### config.mk
export PLATFORM = sky130hd
export DESIGN_NAME = alu_uart_bridge_flat
export DESIGN_NICKNAME = d
export VERILOG_FILES = /design/src/rtl/alu_bridge_pkg.sv /design/src/rtl/alu_uart_bridge_if.sv /design/src/rtl/uart_word_serializer.sv /design/src/rtl/alu_uart_bridge.sv /design/src/flat_wrapper.sv
export SDC_FILE = /design/constraint.sdc
export NUM_CORES = 1
export LEC_CHECK = 0
export CELL_PAD_IN_SITES_DETAIL_PLACEMENT = 0
export CELL_PAD_IN_SITES_GLOBAL_PLACEMENT = 1
export CORE_UTILIZATION = 39
export CTS_BUF_LIST = sky130_fd_sc_hd__clkbuf_8
export CTS_CLUSTER_SIZE = 16
export DETAILED_ROUTE_END_ITERATION = 7
export PLACE_DENSITY = 0.89
export REMOVE_ABC_BUFFERS = 1
export SLEW_MARGIN = 20
export SYNTH_ARGS = -nofsm -noshare
export SYNTH_HDL_FRONTEND = slang
export SYNTH_SLANG_ARGS = --single-unit
export TNS_END_PERCENT = 1
### constraint.sdc
create_clock -name CLK -period 2.15 [get_ports CLK]
set_input_delay 0.43 -clock CLK [delete_from_list [all_inputs] [get_ports CLK]]
set_output_delay 0.43 -clock CLK [all_outputs]
set_load 0.005 [all_outputs]
### src/rtl/alu_bridge_pkg.sv
// Shared types and constants for the ALU <-> UART command bridge.
// Contents: bridge FSM state enum, status byte bit positions, error status code,
// and a helper for sizing byte-index counters.
package alu_bridge_pkg;

  typedef enum logic [3:0] {
    StIdle,
    StRxA,
    StRxB,
    StExec,
    StWaitAlu,
    StTxByte,
    StTxAck,
    StTxStat,
    StTxStatAck
  } bridge_state_e;

  // Status byte bit positions
  localparam int unsigned STAT_OVF  = 0;
  localparam int unsigned STAT_ZERO = 1;
  localparam int unsigned STAT_ERR  = 7;

  // Status returned for a command byte with nonzero reserved bits
  localparam logic [7:0] ERR_RESERVED = 8'h80;

  // Width of a counter indexing nb bytes (at least one bit)
  function automatic int unsigned idx_width(input int unsigned nb);
    return (nb > 1) ? $clog2(nb) : 1;
  endfunction

endpackage

### src/rtl/alu_uart_bridge_if.sv
// Bus bundle between the bridge and its environment (UART and ALU).
// master: the bridge side (drives TX request, ALU operands, busy, frame_err).
// slave : the environment side (drives RX bytes, TXbusy, ALU result/done).
interface alu_uart_bridge_if #(
  parameter int unsigned DATA_W = 16,
  parameter int unsigned OP_W   = 2
);
  logic [7:0]        RXbuffer;
  logic              RXready;
  logic [7:0]        TXbuffer;
  logic              TXstart;
  logic              TXbusy;
  logic [DATA_W-1:0] ALUa;
  logic [DATA_W-1:0] ALUb;
  logic [OP_W-1:0]   ALUop;
  logic              ALUstart;
  logic [DATA_W-1:0] ALUresult;
  logic              ALUoverflow;
  logic              ALUdone;
  logic              busy;
  logic              frame_err;

  modport master (
    input  RXbuffer, RXready, TXbusy, ALUresult, ALUoverflow, ALUdone,
    output TXbuffer, TXstart, ALUa, ALUb, ALUop, ALUstart, busy, frame_err
  );

  modport slave (
    output RXbuffer, RXready, TXbusy, ALUresult, ALUoverflow, ALUdone,
    input  TXbuffer, TXstart, ALUa, ALUb, ALUop, ALUstart, busy, frame_err
  );
endinterface

### src/rtl/uart_word_serializer.sv
// Sends a DATA_W-bit word over the UART as DATA_W/8 bytes, LSB first.
// Ports:
//   CLK, RSTN   clock, synchronous active-low reset
//   load_i      one-cycle strobe: capture word_i and start sending
//   word_i      word to send
//   tx_busy_i   UART transmitter busy
//   tx_byte_o   byte to transmit (valid with tx_start_o)
//   tx_start_o  one-cycle transmit request
//   done_o      one-cycle strobe after the last byte has been acknowledged
module uart_word_serializer
  import alu_bridge_pkg::*;
#(
  parameter int unsigned DATA_W = 16
) (
  input  logic              CLK,
  input  logic              RSTN,
  input  logic              load_i,
  input  logic [DATA_W-1:0] word_i,
  input  logic              tx_busy_i,
  output logic [7:0]        tx_byte_o,
  output logic              tx_start_o,
  output logic              done_o
);

  localparam int unsigned NB   = DATA_W / 8;
  localparam int unsigned IdxW = idx_width(NB);

  bridge_state_e     state_q;
  logic [DATA_W-1:0] word_q;
  logic [IdxW-1:0]   idx_q;
  logic              seen_busy_q;
  logic [7:0]        tx_byte_q;
  logic              tx_start_q;
  logic              done_q;

  always_ff @(posedge CLK) begin
    if (!RSTN) begin
      state_q     <= StIdle;
      word_q      <= '0;
      idx_q       <= '0;
      seen_busy_q <= 1'b0;
      tx_byte_q   <= '0;
      tx_start_q  <= 1'b0;
      done_q      <= 1'b0;
    end else begin
      tx_start_q <= 1'b0;
      done_q     <= 1'b0;
      case (state_q)
        StIdle: begin
          if (load_i) begin
            word_q <= word_i;
            idx_q  <= '0;
            // Issue byte 0 straight away so TXstart follows the load by one cycle
            if (!tx_busy_i) begin
              tx_byte_q   <= word_i[7:0];
              tx_start_q  <= 1'b1;
              seen_busy_q <= 1'b0;
              state_q     <= StTxAck;
            end else begin
              state_q <= StTxByte;
            end
          end
        end
        StTxByte: begin
          if (!tx_busy_i) begin
            tx_byte_q   <= word_q[{idx_q, 3'b000} +: 8];
            tx_start_q  <= 1'b1;
            seen_busy_q <= 1'b0;
            state_q     <= StTxAck;
          end
        end
        StTxAck: begin
          // The transmitter may raise busy several cycles after the request
          if (!seen_busy_q) begin
            if (tx_busy_i) seen_busy_q <= 1'b1;
          end else if (!tx_busy_i) begin
            if (idx_q == IdxW'(NB - 1)) begin
              done_q  <= 1'b1;
              state_q <= StIdle;
            end else begin
              idx_q   <= idx_q + 1'b1;
              state_q <= StTxByte;
            end
          end
        end
        default: state_q <= StIdle;
      endcase
    end
  end

  assign tx_byte_o  = tx_byte_q;
  assign tx_start_o = tx_start_q;
  assign done_o     = done_q;

endmodule

### src/rtl/alu_uart_bridge.sv
// Byte-serial command bridge: collects {cmd, A, B} from the UART receive stream,
// runs one ALU operation, then returns the result bytes and a status byte.
// Optional feature: define BRIDGE_TIMEOUT_EN to abort a partial frame after
// TIMEOUT_CYCLES cycles without a byte.
// Ports:
//   CLK, RSTN  clock, synchronous active-low reset
//   bus        alu_uart_bridge_if.master: RX byte stream, TX request/busy,
//              ALU operands/start/result/done, busy and frame_err outputs
module alu_uart_bridge
  import alu_bridge_pkg::*;
#(
  parameter int unsigned DATA_W         = 16,
  parameter int unsigned OP_W           = 2,
  parameter int unsigned TIMEOUT_CYCLES = 1_000_000
) (
  input logic               CLK,
  input logic               RSTN,
  alu_uart_bridge_if.master bus
);

  localparam int unsigned NB   = DATA_W / 8;
  localparam int unsigned IdxW = idx_width(NB);

  bridge_state_e     state_q;
  logic [IdxW-1:0]   idx_q;
  logic [DATA_W-1:0] alua_q;
  logic [DATA_W-1:0] alub_q;
  logic [OP_W-1:0]   aluop_q;
  logic              alustart_q;
  logic              frame_err_q;
  logic [7:0]        stat_q;
  logic              stat_start_q;
  logic              stat_seen_busy_q;

  logic              ser_load;
  logic [7:0]        ser_tx_byte;
  logic              ser_tx_start;
  logic              ser_done;
  logic              last_byte;

`ifdef BRIDGE_TIMEOUT_EN
  localparam int unsigned TmoW = $clog2(TIMEOUT_CYCLES + 1);
  logic [TmoW-1:0] tmo_q;
`else
  logic unused_timeout;
  assign unused_timeout = ^TIMEOUT_CYCLES;
`endif

  assign last_byte = (idx_q == IdxW'(NB - 1));
  // ALUdone is only honoured in WAIT_ALU; a done during EXEC is dropped
  assign ser_load  = (state_q == StWaitAlu) && bus.ALUdone;

  always_ff @(posedge CLK) begin
    if (!RSTN) begin
      state_q          <= StIdle;
      idx_q            <= '0;
      alua_q           <= '0;
      alub_q           <= '0;
      aluop_q          <= '0;
      alustart_q       <= 1'b0;
      frame_err_q      <= 1'b0;
      stat_q           <= '0;
      stat_start_q     <= 1'b0;
      stat_seen_busy_q <= 1'b0;
`ifdef BRIDGE_TIMEOUT_EN
      tmo_q            <= '0;
`endif
    end else begin
      alustart_q   <= 1'b0;
      frame_err_q  <= 1'b0;
      stat_start_q <= 1'b0;
      case (state_q)
        StIdle: begin
          if (bus.RXready) begin
            if ((bus.RXbuffer >> OP_W) != 8'h00) begin
              frame_err_q <= 1'b1;
              stat_q      <= ERR_RESERVED;
              state_q     <= StTxStat;
            end else begin
              aluop_q <= bus.RXbuffer[OP_W-1:0];
              idx_q   <= '0;
              state_q <= StRxA;
            end
          end
        end
        StRxA: begin
          if (bus.RXready) begin
            alua_q[{idx_q, 3'b000} +: 8] <= bus.RXbuffer;
            if (last_byte) begin
              idx_q   <= '0;
              state_q <= StRxB;
            end else begin
              idx_q <= idx_q + 1'b1;
            end
          end
        end
        StRxB: begin
          if (bus.RXready) begin
            alub_q[{idx_q, 3'b000} +: 8] <= bus.RXbuffer;
            if (last_byte) begin
              idx_q      <= '0;
              alustart_q <= 1'b1;
              state_q    <= StExec;
            end else begin
              idx_q <= idx_q + 1'b1;
            end
          end
        end
        StExec: state_q <= StWaitAlu;
        StWaitAlu: begin
          if (bus.ALUdone) begin
            stat_q            <= '0;
            stat_q[STAT_ZERO] <= (bus.ALUresult == '0);
            stat_q[STAT_OVF]  <= bus.ALUoverflow;
            idx_q             <= '0;
            state_q           <= StTxByte;
          end
        end
        // Result bytes are being sent by the serializer
        StTxByte: begin
          if (ser_done) state_q <= StTxStat;
        end
        StTxStat: begin
          if (!bus.TXbusy) begin
            stat_start_q     <= 1'b1;
            stat_seen_busy_q <= 1'b0;
            state_q          <= StTxStatAck;
          end
        end
        StTxStatAck: begin
          if (!stat_seen_busy_q) begin
            if (bus.TXbusy) stat_seen_busy_q <= 1'b1;
          end else if (!bus.TXbusy) begin
            state_q <= StIdle;
          end
        end
        default: state_q <= StIdle;
      endcase

`ifdef BRIDGE_TIMEOUT_EN
      // Counts silent cycles inside a frame; held at zero elsewhere
      if ((state_q == StRxA) || (state_q == StRxB)) begin
        if (bus.RXready) begin
          tmo_q <= '0;
        end else if (tmo_q == TmoW'(TIMEOUT_CYCLES - 1)) begin
          tmo_q       <= '0;
          idx_q       <= '0;
          frame_err_q <= 1'b1;
          state_q     <= StIdle;
        end else begin
          tmo_q <= tmo_q + 1'b1;
        end
      end else begin
        tmo_q <= '0;
      end
`endif
    end
  end

  uart_word_serializer #(
    .DATA_W(DATA_W)
  ) u_ser (
    .CLK       (CLK),
    .RSTN      (RSTN),
    .load_i    (ser_load),
    .word_i    (bus.ALUresult),
    .tx_busy_i (bus.TXbusy),
    .tx_byte_o (ser_tx_byte),
    .tx_start_o(ser_tx_start),
    .done_o    (ser_done)
  );

  assign bus.TXbuffer  = ((state_q == StTxStat) || (state_q == StTxStatAck)) ? stat_q
                                                                             : ser_tx_byte;
  assign bus.TXstart   = ser_tx_start | stat_start_q;
  assign bus.ALUa      = alua_q;
  assign bus.ALUb      = alub_q;
  assign bus.ALUop     = aluop_q;
  assign bus.ALUstart  = alustart_q;
  assign bus.busy      = (state_q != StIdle);
  assign bus.frame_err = frame_err_q;

endmodule

### src/flat_wrapper.sv
// flat-port wrapper written by rule: the top's interface ports become plain ports
module alu_uart_bridge_flat import alu_bridge_pkg::*;
#(
  parameter int unsigned DATA_W         = 16,
  parameter int unsigned OP_W           = 2,
  parameter int unsigned TIMEOUT_CYCLES = 1_000_000
)
  (CLK, RSTN, bus_RXbuffer, bus_RXready, bus_TXbusy, bus_ALUresult, bus_ALUoverflow, bus_ALUdone, bus_TXbuffer, bus_TXstart, bus_ALUa, bus_ALUb, bus_ALUop, bus_ALUstart, bus_busy, bus_frame_err);
  alu_uart_bridge_if #(.DATA_W(DATA_W), .OP_W(OP_W)) bus_i ();
  input logic CLK;
  input logic RSTN;
  input wire logic [$bits(bus_i.RXbuffer)-1:0] bus_RXbuffer;
  input wire logic [$bits(bus_i.RXready)-1:0] bus_RXready;
  input wire logic [$bits(bus_i.TXbusy)-1:0] bus_TXbusy;
  input wire logic [$bits(bus_i.ALUresult)-1:0] bus_ALUresult;
  input wire logic [$bits(bus_i.ALUoverflow)-1:0] bus_ALUoverflow;
  input wire logic [$bits(bus_i.ALUdone)-1:0] bus_ALUdone;
  output wire logic [$bits(bus_i.TXbuffer)-1:0] bus_TXbuffer;
  output wire logic [$bits(bus_i.TXstart)-1:0] bus_TXstart;
  output wire logic [$bits(bus_i.ALUa)-1:0] bus_ALUa;
  output wire logic [$bits(bus_i.ALUb)-1:0] bus_ALUb;
  output wire logic [$bits(bus_i.ALUop)-1:0] bus_ALUop;
  output wire logic [$bits(bus_i.ALUstart)-1:0] bus_ALUstart;
  output wire logic [$bits(bus_i.busy)-1:0] bus_busy;
  output wire logic [$bits(bus_i.frame_err)-1:0] bus_frame_err;
  assign bus_i.RXbuffer = bus_RXbuffer;
  assign bus_i.RXready = bus_RXready;
  assign bus_i.TXbusy = bus_TXbusy;
  assign bus_i.ALUresult = bus_ALUresult;
  assign bus_i.ALUoverflow = bus_ALUoverflow;
  assign bus_i.ALUdone = bus_ALUdone;
  assign bus_TXbuffer = bus_i.TXbuffer;
  assign bus_TXstart = bus_i.TXstart;
  assign bus_ALUa = bus_i.ALUa;
  assign bus_ALUb = bus_i.ALUb;
  assign bus_ALUop = bus_i.ALUop;
  assign bus_ALUstart = bus_i.ALUstart;
  assign bus_busy = bus_i.busy;
  assign bus_frame_err = bus_i.frame_err;
  alu_uart_bridge #(.DATA_W(DATA_W), .OP_W(OP_W), .TIMEOUT_CYCLES(TIMEOUT_CYCLES)) u_core (.CLK(CLK), .RSTN(RSTN), .bus(bus_i));
endmodule
==> reports/qor.csv <==
metric,value,unit
synth.distinct_cells,54,
cts_root_buf,clkbuf_8,
dominantRegCellSynth,dfxtp_1,
grt_pass1_vias,2817,
num_vias,2867,
synth.avg_cell_area,9.529,sq um
totalWireLength,8.419,mm
first_pass_iters,4,
synth_edf_count,0,
clk-insertion-delay-late,0.35,ns
htreeDepth,3,
synth-async-reset-ratio,0,
n_antenna_cell,0,
worst_ir_drop_vdd,0.3924,mV
io_buffers,75,
max_cap_viol_count,0,
syn_area,0.003421,sq mm
seq_power_share,0.422,
via_per_inst,5.101,
grt_pass1_wl,13.85,mm
hold_viol_final,0,
pwr-share-clk,0.293,
layout_commonest_cell,dfxtp_1,
clock-skew-final,0.01005,ns
finalPower,3.920,mW
synthMuxAreaShare,0.2059,
track_usage,0.1991,
cell_internal_pwr,2.681,mW
multi_input_area,0.001787,sq mm
layout-drive-gt1-share,0.1685,
slew_headroom,0.5608,
ios,76,
netlist_instances,359,
slew_viol_final,0,
wl_per_cell,14.98,um
timing.final.crit_share,1.029,
cts_buffers,9,
min_period,2.213,ns
fin_hold_ws,0.4909,ns
dp.cells,539,
synth.area.top_cells,"dfxtp_1, mux2i_1, nor2_1, nand2_1, clkbuf_1",
regArea,0.001546,sq mm
die_h,95.66,um
yosys.area.top_type,dfxtp_1,
fin_cells,562,
die_w,95.66,um
antenna_found_initial,0,
antenna_left,0,
violations,setup timing,
grt_start_max_net_pins,31,
area_growth,36.54,%
synth_top_family_by_area,simple AND/OR/NAND/NOR gates,
p_sw_frac,0.3160,
yosys_warnings,0,
final_cell_mix,"dfxtp_1, nor2_1, mux2i_1, clkdlybuf4s50_1, buf_4",
synth_fa_ha_area_frac,0,
clk_path_buf_depth,2,
arrival,1.78,ns
switchingPower,1.238,mW
rsz0062_at_grt,yes,
outcome,"finished, violations left",
max_freq,451.9,MHz
dp_hpwl,6.008,mm
rows,33,
place.gp.congestion,0.8038,
crit_type,register to primary output,
nFillCells,734,
die_area,0.009150,sq mm
hold_path_class,register to register,
final_util,0.5600,
drt_iter0_markers,109,
synth-xor-area-share,0.002560,
p_leak,2.114,nW
route.detailed.drc,0,
preCtsSetupSlack,-0.02802,ns
synth_compound_area_frac,0.09144,
ys_seq_elements,77,
initial_core_util,0.4101,
synth-simple-area-share,0.2110,
core,0.008341,sq mm
cellPowerDensity,839.2,mW/mm^2
end_kind,primary output,
holdBufCountCts,0,
crit_path_start_kind,register,
placed_cell_area,0.004363,sq mm
path_clk_slew,0.09,ns
worst_pin_slew,0.6567,ns
yosys.area.top_type_share,0.4506,
overflow,0,
nNetsFinal,482,
worstPathRequired,1.72,ns
power_frac_comb,0.285,
timing.final.ws_setup,-0.06298,ns
final_area,0.004671,sq mm
fin_tns_setup,-0.08771,ns
ys_seq_area_frac,0.4506,
crit_fanout,6,
tritoncts,built,
final-setup-viol-count,2,
clkSinkCount,77,
[power by group through the flow]
stage,logic (mW),registers (mW),clock network [mW]
final,1.12,1.65,1.15
after global routing,1.21,1.67,1.25
after CTS,1.11,1.64,1.18
after detailed placement,1.08,1.68,0
after global placement,1.06,1.67,0
after floorplan,0.582,1.72,0
[synth_stat cells, types with 4 or more instances]
cell type / n
a21oi_1: 9
and2_1: 6
buf_4: 5
clkbuf_1: 13
dfxtp_1: 77
mux2i_1: 67
nand2_1: 18
nand3_1: 4
nand4_1: 4
nor2_1: 72
nor2b_1: 7
nor3_1: 4
o21ai_0: 5
o21ai_1: 9
[cell families after synthesis]
kind of cell    after synthesis
xor+xnor                      1
buf+inv                      27
compound gates               41
simple gates                143
mux                          70
flops                        77
[final timing paths]
path,slack [ns],start,endpoint,depth (start not counted)
max,-0.06,u_core.state_q[3],bus_TXbuffer[0],6
min,0.49,u_core.idx_q,u_core.idx_q,2
max reg2reg,0.17,u_core.state_q[1],u_core.u_ser.tx_byte_o[0],8
min reg2reg,0.49,u_core.idx_q,u_core.idx_q,2
[repair_timing]
| item | in CTS | in global routing |
|---|---|---|
| gates cloned | 0 | 0 |
| endpoints found under the setup margin | 9 | 12 |
| pin swaps | 1 | 4 |
| setup buffers | 7 | 1 |
| gates resized for setup | 30 | 12 |
[routing by layer]
layer / up-vias / routed length [um] / track usage
met5: - / 0 / 0
met3: 14 / 299 / 0.04226
met1: 1364 / 3906 / 0.2574
li1: 1437 / - / -
met4: 0 / 162 / 0.08706
met2: 52 / 4051 / 0.3185
[final cells by class]
| type | instances | share of cell area |
|---|---|---|
| Clock buffer | 9 | 0.02652 |
| Multi-Input combinational cell | 255 | 0.3825 |
| Clock inverter | 7 | 0.01795 |
| Tap cell | 105 | 0.02813 |
| Timing Repair Buffer | 106 | 0.2114 |
| Sequential cell | 77 | 0.3311 |
| Inverter | 3 | 0.002411 |
[sequential cells by signal, summed over array words and instances (netlist names), 2 cells and up]
name,cells
u_core.bus.ALUa,16
u_core.bus.ALUb,16
u_core.bus.ALUop,2
u_core.stat_q,3
u_core.state_q,4
u_core.u_ser.state_q,3
u_core.u_ser.tx_byte_o,8
u_core.u_ser.word_q,16
[worst max-delay path, cell delays in order (launching register included)]
cell and delay (ns):
dfxtp_2 0.33, nor4b_4 0.12, buf_4 0.14, a31oi_4 0.28, buf_6 0.15, mux2_4 0.29, buf_6 0.12
No activity file was read; power rests on OpenSTA's default activity.
==> RTL change 1 (same settings) <==
Reset style: asynchronous (`RSTN`), changed in 2 clocked blocks. Comments in the files are not updated.
--- a/src/rtl/uart_word_serializer.sv
+++ b/src/rtl/uart_word_serializer.sv
@@ -35,3 +35,3 @@
 
-  always_ff @(posedge CLK) begin
+  always_ff @(posedge CLK or negedge RSTN) begin
     if (!RSTN) begin
--- a/src/rtl/alu_uart_bridge.sv
+++ b/src/rtl/alu_uart_bridge.sv
@@ -52,3 +52,3 @@
 
-  always_ff @(posedge CLK) begin
+  always_ff @(posedge CLK or negedge RSTN) begin
     if (!RSTN) begin
Check against the original RTL: differs if RSTN is asserted again (counterexample within 4 cycles, from zero or initial values and one cycle with RSTN low); with RSTN held inactive, the same outputs for 10 cycles.
==> RTL change 1 against the unedited design <==
The run still ends with negative setup slack left; synthesized area grew 3.1%; sequential cell count is the same; final area increased by 4.7%; synthesized cell count fell by 20%; routed wire length fell by 3.1%; register-to-register slack got worse by 0.18 ns; worst setup slack worse by 0.022 ns.
Power is not compared: it rests on default switching activity, and its combinational part moved more than twofold at a synthesized area within 25%.
==> RTL change 1: results (changes against the unedited design) <==
Cells and area
  • Layout cells sized above 1: 34.1% (+17 points)
  • Nets: 427 (-11%)
  • # fillers: 698 (-4.9%)

Worst setup path
  • RR Startpoint: u_core.state_q[1]$_DFFE_PN0P_
  • R2r worst-path depth: 7 (-1)
  • Max FO, Critical Path: 5 (-1)
  • CP peak stage delay: 0.43 ns (+0.10 ns)
  • Worst Path Arrival: 1.81 ns (+0.03 ns)
  • Slowest CP cell: dfrtp_1
  • Reg-to-reg endpoint: u_core.state_q[0]$_DFFE_PN0P_
  • R2R Setup Slk: -0.01 ns (-0.18 ns)
  • Crit path max-delay family: flip-flops

Timing
  • Setup violations, final: 6 (+4)
  • Skew final: 0.00523 ns (-0.00482 ns)
  • Max-slew headroom: 59.5% (+3.4 points)
  • Final setup margin: -0.0854 ns (-0.0224 ns)

Logic synthesis
  • Commonest cells post-synth: dfrtp_1 (77), mux2_2 (58), nand2_1 (26), o21ai_0 (17), nor2_1 (16)
  • Ys Warns: 0 (unchanged)
  • Mean area per synthesized cell: 12.3 µm² (+29%)
  • Post-synth top flop: dfrtp_1
  • Sequential area share after synthesis: 54.6% (+9.6 points)
  • Ranking of synthesized cells by area: dfrtp_1 (55%), mux2_2 (19%), nand2_1 (2.8%)
  • Yosys cell types: 46 (-15%)
  • Asr flop ratio synth: 100% (+100 points)

Clock tree
  • Longest Clk Path Bufs: 2 (unchanged)
  • CTS Hold Buffers Added: 0 (unchanged)
  • Clk slew on worst S/H paths: roughly 0.080 ns
  • CTS Buf Count: 9 (unchanged)
  • Skew-Pair Late Insertion Delay: roughly 0.34 ns
  • H-tree depth reported by CTS: 3 (unchanged)

Placed design
  • Final Wtd Congestion: 0.799 (-0.63%)
  • # placed instances: 489 (-9.3%)
  • Detailed Place HPWL: 5960 µm (-0.85%)

Global routing
  • Vias in the first global route: 2766 (-1.8%)
  • First-pass GRT wire length: 13700 µm (-0.80%)
  • Largest net degree at the start of global routing: 36 (+16%)
  • Initial antenna violation count: 0 (unchanged)
  • Total GRT Usage: 18.4% (-1.5 points)

Status
  • Run status: finished, violations left
  • Failing checks: negative setup slack

Detailed routing
  • WL final: 8160 µm (-3.1%)
  • WL/cell: 16.0 µm (+6.8%)
  • Vias per cell: 5.17 (+1.4%)
  • 1st-pass router iterations: 4 (unchanged)
  • Initial DRC Count: 135 (+24%)

Min path
  • Hold Crit Class: in2async
## RTL change 1: changes by cell type in the layout (fill, tap and decap cells not counted), moves of 8 or more
| cell | delta |
|---|---|
| o21ai_1 | -8 |
| o21ai_0 | +11 |
| mux2_2 | +56 |
| mux2i_1 | -58 |
| dfxtp_1 | -73 |
| dfrtp_1 | +77 |
| nand2_1 | +8 |
| nor2_1 | -58 |
## RTL change 1: cell type report
cell class / instances / area [µm²] / share of cell area (%)
Timing Repair Buffer: 113 / 1070 / 21.9
Sequential cell: 77 / 1930 / 39.4
Multi-Input combinational cell: 189 / 1520 / 31.0
Inverter: 7 / 26.3 / 0.537
Tap cell: 108 / 135 / 2.76
Clock inverter: 7 / 92.6 / 1.89
Clock buffer: 9 / 124 / 2.53
## RTL change 1: power by group
group / internal [mW] / switching, mW / total [mW] / leakage [nW]
Clock: 0.649 / 0.528 / 1.18 / 0.112
Sequential: 1.99 / 0.339 / 2.33 / 0.979
Combinational: 1.67 / 1.07 / 2.74 / 1.11
## RTL change 1: metal layers
metal  GRT usage [%]  vias to the layer above  routed length (µm)
li1                -                     1255                   -
met5               0                        -                   0
met1            24.1                     1317                3610
met4            7.81                        0                 119
met3            3.88                       10                 364
met2            29.8                       55                4060
## RTL change 1: per-stage QoR
stage | instance area [µm²] | TNS, ns | setup slack (ns) | hold slack (ns)
global placement | 4580 | -0.866 | -0.203 | 0.412
finish | 4890 | -0.324 | -0.0854 | 0.0322
detailed placement | 4580 | -1.26 | -0.240 | 0.412
floorplan | 3420 | 0 | 0.166 | 0.134
CTS | 4830 | -0.392 | -0.0744 | 0.0330
global route | 4890 | -0.729 | -0.132 | 0.0508
## RTL change 1: cells by family (layout without fill, tap and decap cells)
logic type / after synthesis / count (layout) / share of synthesized area [%]
buffers and inverters: 20 / 136 / 3.76
multiplexers: 69 / 69 / 21.7
flip-flops: 77 / 77 / 54.6
AND/OR/NAND/NOR: 80 / 80 / 13.1
AO/OA/AOI/OAI: 40 / 40 / 6.78
## RTL change 1: worst max path at each step
stage	cells after the start	startpoint	end
2_1_floorplan	3	u_core.state_q[3]$_DFFE_PN0P_	bus_TXbuffer[1]
3_3_place_gp	6	bus_RXbuffer[4]	u_core.stat_q[1]$_DFFE_PN0P_
3_5_place_dp	6	bus_RXbuffer[4]	u_core.stat_q[1]$_DFFE_PN0P_
4_1_cts	5	u_core.state_q[2]$_DFFE_PN0P_	bus_TXbuffer[1]
5_1_grt	5	u_core.state_q[0]$_DFFE_PN0P_	bus_TXbuffer[1]
6_report	5	u_core.state_q[0]$_DFFE_PN0P_	bus_TXbuffer[1]
## RTL change 1: repair_timing
action | CTS | global route
setup endpoints to repair | 9 | 10
buffers inserted | 3 | 2
resized for setup | 38 | 19
pin swaps | 2 | 4
==> RTL change 2 (same flow settings) <==
Without the edit above. The option `BRIDGE_TIMEOUT_EN` is turned on by a define.
--- a/src/rtl/alu_uart_bridge.sv
+++ b/src/rtl/alu_uart_bridge.sv
@@ -8,2 +8,4 @@
 //              ALU operands/start/result/done, busy and frame_err outputs
+`define BRIDGE_TIMEOUT_EN
+
 module alu_uart_bridge
Function: same outputs for any inputs over 10 cycles, from zero or initial values and one cycle with RSTN low; that may be too few to reach the edited logic, so the function may still have changed.
==> RTL change 2 against the unedited design <==
The run still ends with negative setup slack left; total power up 11%; worst setup slack better by 0.039 ns; synthesized area increased by 31%; critical path depth grew 1; final area increased by 23%; routed wire length up 22%; sequential cell count grew 20; maximum frequency increased by 1.8%; worst hold slack worse by 0.029 ns.
==> RTL change 2: results (changes against the unedited design) <==
Status
  • Run status: finished, violations left
  • Failing checks: negative setup slack

Worst setup path
  • Worst Path Arrival: 1.74 ns (-0.04 ns)
  • Max FO, Critical Path: 5 (-1)
  • Slowest CP cell: dfxtp_2

Cells and area
  • Layout cells sized above 1: 13.3% (-3.5 points)
  • Diodes inserted: 0 (unchanged)
  • # fillers: 1034 (+41%)
  • Non-Filler Instances: 717 (+28%)
  • Biggest register: u_core.tmo_q
  • Nets: 603 (+25%)

Detailed routing
  • 1st-pass router iterations: 4 (unchanged)
  • Max layer used: met4
  • WL met2: 4920 µm (+21%)
  • Routed wl met3: 471 µm (+58%)
  • WL final: 10200 µm (+22%)
  • Initial DRC Count: 142 (+30%)
  • M1 wire length: 4770 µm (+22%)
  • Vias per cell: 5.21 (+2.0%)

Logic synthesis
  • Mean area per synthesized cell: 9.27 µm² (-2.7%)
  • Adder-cell share of the synthesized area: 0.278% (+0.28 points)
  • Post-synthesis xor/xnor area fraction: 2.92% (+2.7 points)
  • Post-synthesis mux area share: 13.2% (-7.4 points)
  • Complex-gate fraction of the synthesized area: 10.3% (+1.2 points)
  • Ys Warns: 0 (unchanged)
  • Asr flop ratio synth: 0% (unchanged)
  • Sequential area share after synthesis: 43.2% (-1.9 points)
  • Post-synth top flop: dfxtp_1
  • Ranking of synthesized cells by area: dfxtp_1 (43%), mux2i_1 (12%), nor2b_1 (6.8%)
  • Commonest cells post-synth: dfxtp_1 (97), mux2i_1 (56), nand2_1 (49), nor2b_1 (49), nor2_1 (23)

Global routing
  • Met2 Use GR: 30.1% (-1.7 points)
  • Initial antenna violation count: 0 (unchanged)
  • Largest net degree at the start of global routing: 45 (+45%)
  • First-pass GRT wire length: 16900 µm (+22%)
  • Vias in the first global route: 3569 (+27%)
  • Met1 usage: 22.8% (-2.9 points)
  • Met3 usage: 4.15% (-0.077 points)
  • Total GRT Usage: 18.0% (-1.9 points)

Clock tree
  • Skew-Pair Late Insertion Delay: between 0.3 and 0.4 ns
  • Postcts setup bufs: 2 (-5)
  • Post-cts sizing count: 21 (-30%)
  • CTS root buf: clkbuf_8
  • CTS Buf Count: 9 (unchanged)

Timing
  • Skew final: 0.0101 ns (+0.00000390 ns)
  • Final setup margin: -0.0242 ns (+0.0387 ns)
  • Setup violations, final: 2 (unchanged)
  • Setup_tns: -0.0326 ns (+0.0551 ns)
  • Worst-Margin Slew: 0.603 ns (-0.0539 ns)

Pwr
  • Leakage power: 2.08 nW (-1.7%)
  • Max VDD drop: 0.388 mV (-1.0%)
  • PwrDens: 758 mW/mm² (-9.7%)
  • Pint: 2.99 mW (+12%)
  • Clk power: 1.03 mW (-10%)
  • Flop pwr share: 46.4% (+4.2 points)

Placed design
  • Final Wtd Congestion: 0.832 (+3.5%)
  • Port Buf Inserts: 75 (unchanged)
  • Detailed Place HPWL: 7450 µm (+24%)
  • # placed instances: 698 (+29%)
  • Pre-CTS setup slack: -0.000971 ns (+0.0270 ns)

Min path
  • Hold Crit Class: reg2reg
RTL change 2: cell types whose count changed in the layout (fill, tap and decap cells not counted), moves of 6 or more:
cell / delta
nor2_1: -50
nor2b_1: +42
nand2_1: +31
dfxtp_1: +21
nand3_1: +17
a21boi_0: +14
inv_1: +11
mux2i_1: -11
o21ai_1: -9
xnor2_1: +9
o211ai_1: +8
nor4_1: +6
RTL change 2: final timing paths:
kind                                           from                                     end  slack, ns  depth (start not counted)
min          u_core.u_ser.tx_byte_o[6]$_SDFFE_PN0P_  u_core.u_ser.tx_byte_o[6]$_SDFFE_PN0P_       0.46                          2
min reg2reg  u_core.u_ser.tx_byte_o[6]$_SDFFE_PN0P_  u_core.u_ser.tx_byte_o[6]$_SDFFE_PN0P_       0.46                          2
max reg2reg            u_core.state_q[1]$_SDFF_PN0_  u_core.u_ser.tx_byte_o[3]$_SDFFE_PN0P_       0.34                          7
max                    u_core.state_q[2]$_SDFF_PN0_                         bus_TXbuffer[7]      -0.02                          7
RTL change 2: area by class of cell:
type / instances / area, µm² / share of cell area (%)
multi-input combinational: 345 / 2420 / 42.0
sequential: 97 / 1950 / 33.8
timing repair buffer: 108 / 1010 / 17.5
tap: 140 / 175 / 3.05
clock buffer: 9 / 124 / 2.15
inverter: 11 / 41.3 / 0.718
clock inverter: 7 / 40.0 / 0.696
RTL change 2: metrics by stage:
| stage | instance area, µm² | hold slack (ns) | util (%) |
|---|---|---|---|
| 2_1_floorplan | 4350 | 0.418 | - |
| 3_3_place_gp | 5520 | 0.426 | 50.1 |
| 3_5_place_dp | 5520 | 0.440 | 50.1 |
| 4_1_cts | 5730 | 0.459 | 52.0 |
| 5_1_grt | 5750 | 0.478 | 52.1 |
| 6_report | 5750 | 0.462 | 52.1 |
